[config.mk]
export PLATFORM = sky130hd
export DESIGN_NAME = std_gray_ptr_sync
export DESIGN_NICKNAME = d
export VERILOG_FILES = /design/src/rtl/std_gray_pkg.sv /design/src/rtl/std_gray2bin.sv /design/src/rtl/std_gray_ptr_sync.sv
export SDC_FILE = /design/constraint.sdc
export NUM_CORES = 1
export LEC_CHECK = 0
export ABC_AREA = 0
export CORE_MARGIN = 2
export CORE_UTILIZATION = 54
export CTS_CLUSTER_DIAMETER = 60
export DETAILED_ROUTE_END_ITERATION = 7
export HOLD_SLACK_MARGIN = 0.06
export PLACE_DENSITY = 0.92
export SLEW_MARGIN = 10
export SYNTH_ARGS = -nofsm -noshare
export SYNTH_HDL_FRONTEND = slang
export SYNTH_SLANG_ARGS = --single-unit
[constraint.sdc]
create_clock -name clk -period 6.68 [get_ports clk]
set_clock_uncertainty 0.05 [all_clocks]
set_input_delay 1.336 -clock clk [delete_from_list [all_inputs] [get_ports clk]]
set_output_delay 1.336 -clock clk [all_outputs]
set_load 0.02 [all_outputs]
[src/rtl/std_gray_pkg.sv]
// Shared constants and helpers for the gray-pointer synchroniser.
// The helpers work on a 64-bit container. Callers zero-extend narrower values and truncate the result.
package std_gray_pkg;

  localparam int SYNC_STAGES_MIN = 2;
  localparam int GRAY_MAX_W      = 64;

  // Zero-extension keeps the top gray bit equal to the top binary bit after truncation.
  function automatic logic [GRAY_MAX_W-1:0] bin2gray(input logic [GRAY_MAX_W-1:0] b);
    return b ^ (b >> 1);
  endfunction

  function automatic logic [6:0] popcount(input logic [GRAY_MAX_W-1:0] v);
    logic [6:0] n;
    n = '0;
    for (int i = 0; i < GRAY_MAX_W; i++) begin
      n = n + {6'd0, v[i]};
    end
    return n;
  endfunction

endpackage

[src/rtl/std_gray2bin.sv]
// Combinational gray-to-binary decode.
// Each binary bit is the XOR of all gray bits at or above it.
module std_gray2bin #(
  parameter int DW = 8
) (
  input  logic [DW-1:0] gray,
  output logic [DW-1:0] bin
);

  always_comb begin
    bin = '0;
    for (int i = 0; i < DW; i++) begin
      bin[i] = ^(gray >> i);
    end
  end

endmodule

[src/rtl/std_gray_ptr_sync.sv]
// Receive-side synchroniser for a gray-coded pointer or counter from a foreign clock domain.
// It provides a registered binary decode, a change strobe with a wrap-aware step, and a sticky illegal-step flag.
module std_gray_ptr_sync
  import std_gray_pkg::*;
#(
  parameter int DW          = 8,
  parameter int SYNC_STAGES = 2,
  parameter int CHECK_EN    = 1
) (
  input  logic          clk,
  input  logic          nreset,
  input  logic [DW-1:0] gray_in,
  input  logic          err_clr,
  output logic [DW-1:0] gray_out,
  output logic [DW-1:0] bin_out,
  output logic          change,
  output logic [DW-1:0] delta,
  output logic          err
);

  if (SYNC_STAGES < SYNC_STAGES_MIN) begin : g_bad_stages
    $error("std_gray_ptr_sync: SYNC_STAGES must be at least %0d", SYNC_STAGES_MIN);
  end
  if (DW < 2) begin : g_bad_dw
    $error("std_gray_ptr_sync: DW must be at least 2");
  end

  logic [DW-1:0] sync_q [SYNC_STAGES];
  logic [DW-1:0] g_q;
  logic [DW-1:0] bin_next;
  logic          change_next;

  // Plain flop chain. Nothing may sit between the stages, or metastability settling time is lost.
  always_ff @(posedge clk or negedge nreset) begin
    if (!nreset) begin
      for (int k = 0; k < SYNC_STAGES; k++) begin
        sync_q[k] <= '0;
      end
    end else begin
      sync_q[0] <= gray_in;
      for (int k = 1; k < SYNC_STAGES; k++) begin
        sync_q[k] <= sync_q[k-1];
      end
    end
  end

  assign gray_out = sync_q[SYNC_STAGES-1];

  std_gray2bin #(.DW(DW)) u_gray2bin (
    .gray (gray_out),
    .bin  (bin_next)
  );

  assign change_next = (gray_out != g_q);

  // g_q and bin_out update together, so bin_out always equals the decode of g_q.
  always_ff @(posedge clk or negedge nreset) begin
    if (!nreset) begin
      g_q     <= '0;
      bin_out <= '0;
      change  <= 1'b0;
      delta   <= '0;
    end else begin
      g_q     <= gray_out;
      bin_out <= bin_next;
      change  <= change_next;
      delta   <= change_next ? (bin_next - bin_out) : '0;
    end
  end

  if (CHECK_EN != 0) begin : g_chk
    logic err_set;
    logic err_q;

    assign err_set = (popcount(64'(gray_out ^ g_q)) > 7'd1);

    // A new illegal step takes priority over a clear in the same cycle.
    always_ff @(posedge clk or negedge nreset) begin
      if (!nreset) begin
        err_q <= 1'b0;
      end else if (err_set) begin
        err_q <= 1'b1;
      end else if (err_clr) begin
        err_q <= 1'b0;
      end
    end

    assign err = err_q;
  end else begin : g_nochk
    logic err_clr_unused;
    assign err_clr_unused = err_clr;
    assign err            = 1'b0;
  end

endmodule
==> impl_results.md <==
- Outcome: finished clean
- Register area share after synthesis: approximately 57%
- WL/cell: roughly 13 um
- Syn avg cell area: 12.69 um^2
- Register area: 1026 um^2
- Setup CP Type: register to register
- PwrDens: around 360 nW/um^2
- Largest net degree at the start of global routing: 42
- Fillcell total: between 200 and 250
- Area occupied by multi-input gates: roughly 630 um^2
- Leading area contributor after synthesis: dfrtp_1
- Sequential share of power: roughly two fifths
- Worst min-delay path endpoint: gray_out[6]$_DFF_PN0_
- RSZ-0062 raised after global routing: false
- Sw Ratio: roughly 34%
- Final worst path period need: between 3 and 4 ns
- Total track usage: approximately 18%
- Core box area: about 3300 um^2
- DR vias: about 1.1k
- Vias/cell: 4.813
- Setup bufs post-CTS: 0
- Clock group share of total power: 20.5%
- Cell chain of the critical path: xnor2_1 -> inv_1 -> fa_1 -> inv_1 -> fa_1 -> fa_1 -> inv_1 -> ha_1 -> inv_1 -> fa_1 -> nor2_1 -> nand2_1 -> a21oi_1 -> o221ai_1
- Placed Area: around 2200 um^2
- Register-to-register setup slack: about 3.1 ns
- Launching point of the worst reg2reg path: gray_out[1]$_DFF_PN0_
- Cells resized by post-CTS repair: 0
- Die W: slightly above 60 um
- Final instance area: ~2200 um^2
- Core Util, Final: ~68%
- Post-synth EDFFs: 0
- Worst-path fanout max: 4
- Worst Hold Class: register to register
- Worst endpoint required time: approximately 6.9 ns
- Fin crit share: between 50 and 60%
- Internal cell power: 0.0005396 W
- Worst setup SP type: register
- Post-synth ARST share: between 90% and 100%
- Post-synthesis register bit count: 41
- Number of port buffers: 36
- Final WS setup: approximately 3.1 ns
- Most frequent cell after synthesis: dfrtp_1
- Worst R2R End: err$_DFFE_PN0P_
- Yosys warnings: 0
- Syn Std Cell Area: 1814 um^2
- Initial Utilization: 55.24%
- Crit-path max cell delay: between 0.5 and 0.6 ns
- Pre-CTS setup slack: 3.138 ns
- Syn_nets: 169
- R2R cell count: 14
- Die Span Y: a little over 60 um
- WL final: between 2000 and 3000 um
- Power share of the combinational group: 41.3%
- Worst Hold Depth: 0
- Crit path DAT: 3.72 ns
- Clock root buffer: clkbuf_4
- Worst Max-Slew Pin Slew: roughly 0.84 ns
- Clk buf depth: 2
- Number of diodes: 0
- # IOs: 37
- Post-synthesis cell count: ~140
- Top FF cell, synth: dfrtp_1
- CTS clock-pin slew for the worst setup and hold paths: roughly 0.11 ns
- DRT Pass-1 Iters: 4
- Grt ovf: 0
- Hold buffers post-CTS: 0
- Global placement routability congestion: 0.8527
- Cell leakage power: about 1 nW
- Layout cells sized above 1: approximately 9.0%
- Final Net Count: between 200 and 250
- # setup viols final: 0
- CTS tree: yes
- Area Growth Syn to Fin: 23.93%
- Max-cap viol count: 0
- Dpl hpwl: ~2300 um
- Row count: 21
- Slowest stage cell on the critical path: fa_1
- Setup tns final: 0 ns
- Num CTS Buffers: 5
- Die area: 3839 um^2
- Final hold violations: 0
- Area contributors post-synth: dfrtp_1 57%, ha_1 6.9%, fa_1 5.5%
- Yosys cell types: 25
- Vias in the first global route: roughly 1.1k
- Post-synth top area share: 56.55%
- NetSw: about 0.00028 W
- Peak Freq: 282.9 MHz
- Initial antenna violation count: 0
- # DRC: 0
- Slew headroom: between 40 and 50%
- Clock Sinks: between 40 and 50
- Design Power: 0.0008192 W
- Final ANT Viol Nets: 0
- CP Capture Type: register
- Hold_sp: sync_q[14]$_DFF_PN0_
- H-Tree Depth: 2
- Initial DRC count: 36
- Pins over their slew limit: 0
- Synth cell count leaders: 41 x dfrtp_1, 22 x inv_1, 10 x ha_1, 9 x buf_4, 9 x xnor2_1
- Worst skew pair latency: approximately 0.35 ns
- First-pass GRT wire length: roughly 4900 um
- VDD IR max: 0.1789 mV
worst max-delay path by stage:
| stage | slack (ns) | to | cells after the start | from |
|---|---|---|---|---|
| finish | 3.15 | err$_DFFE_PN0P_ | 14 | gray_out[1]$_DFF_PN0_ |
| global route | 2.82 | err$_DFFE_PN0P_ | 14 | gray_out[1]$_DFF_PN0_ |
| CTS | 3.12 | err$_DFFE_PN0P_ | 14 | gray_out[2]$_DFF_PN0_ |
| detailed placement | 3.14 | err$_DFFE_PN0P_ | 14 | gray_out[2]$_DFF_PN0_ |
| global placement | 3.32 | err$_DFFE_PN0P_ | 14 | gray_out[1]$_DFF_PN0_ |
| floorplan | 3.40 | err$_DFFE_PN0P_ | 14 | gray_out[1]$_DFF_PN0_ |
sequential cells by signal, summed over array words and instances (netlist names):
signal / count
bin_out: 8
sync_q: 8
delta: 8
gray_out: 8
change: 1
g_q: 7
err: 1
cells by family (layout without fill, tap and decap cells):
kind of cell,Yosys count,after routing,share of synthesized area [%]
simple gates,24,24,7.448
fa+ha+maj,15,15,12.41
buf+inv,32,67,8.482
xor+xnor,17,17,10.28
flops,41,41,56.55
compound gates,14,14,4.827
area by class of cell:
| type | instances | share of cell area, % |
|---|---|---|
| flip-flops and latches | 41 | 45.63 |
| multi-input cells | 70 | 28.21 |
| repair buffers | 36 | 15.80 |
| inverters | 23 | 3.840 |
| well taps | 46 | 2.560 |
| clock buffers | 6 | 2.282 |
| clock inverters | 2 | 1.669 |
metrics by stage:
step | std cells | hold slack [ns]
final | 224 | 0.3098
after global routing | 224 | 0.3201
after CTS | 224 | 0.3111
after detailed placement | 216 | 0.2847
after global placement | 216 | 0.2814
after floorplan | 143 | 0.2812
layer usage:
layer  GRT usage [%]  wire length, um
met4           9.422               48
met5               0                0
met1           21.87             1177
met3           4.555              157
met2           30.80             1543
placed cells by master, fill, tap and decap left out, drive strengths merged, types with 2 or more instances in the layout:
master / instances
clkbuf: 6
inv: 23
nand3: 2
nor2b: 4
a21oi: 3
o21ai: 5
a21boi: 2
xor2: 4
fa: 5
ha: 10
nor2: 5
nand2: 4
clkdlybuf4s50: 35
dfrtp: 41
nor3: 5
xnor2: 13
o21a: 2
critical path, delay by kind of cell (launching register included):
| kind | cells | cell delay, ns |
|---|---|---|
| adder cells (fa/ha/maj) | 5 | 1.97 |
| flip-flops | 1 | 0.45 |
| buffers and inverters | 4 | 0.28 |
| AO/OA/AOI/OAI | 2 | 0.24 |
| XOR/XNOR | 1 | 0.23 |
| AND/OR/NAND/NOR | 2 | 0.19 |
power by group through the flow:
stage / Clock [W] / Combinational, W / Sequential (W)
after floorplan: 0 / 0.000167 / 0.000363
after global routing: 0.000181 / 0.000381 / 0.000319
after detailed placement: 0 / 0.000338 / 0.000319
final: 0.000168 / 0.000339 / 0.000313
after CTS: 0.000171 / 0.000340 / 0.000314
after global placement: 0 / 0.000318 / 0.000316
(Power assumes the default switching activity.)
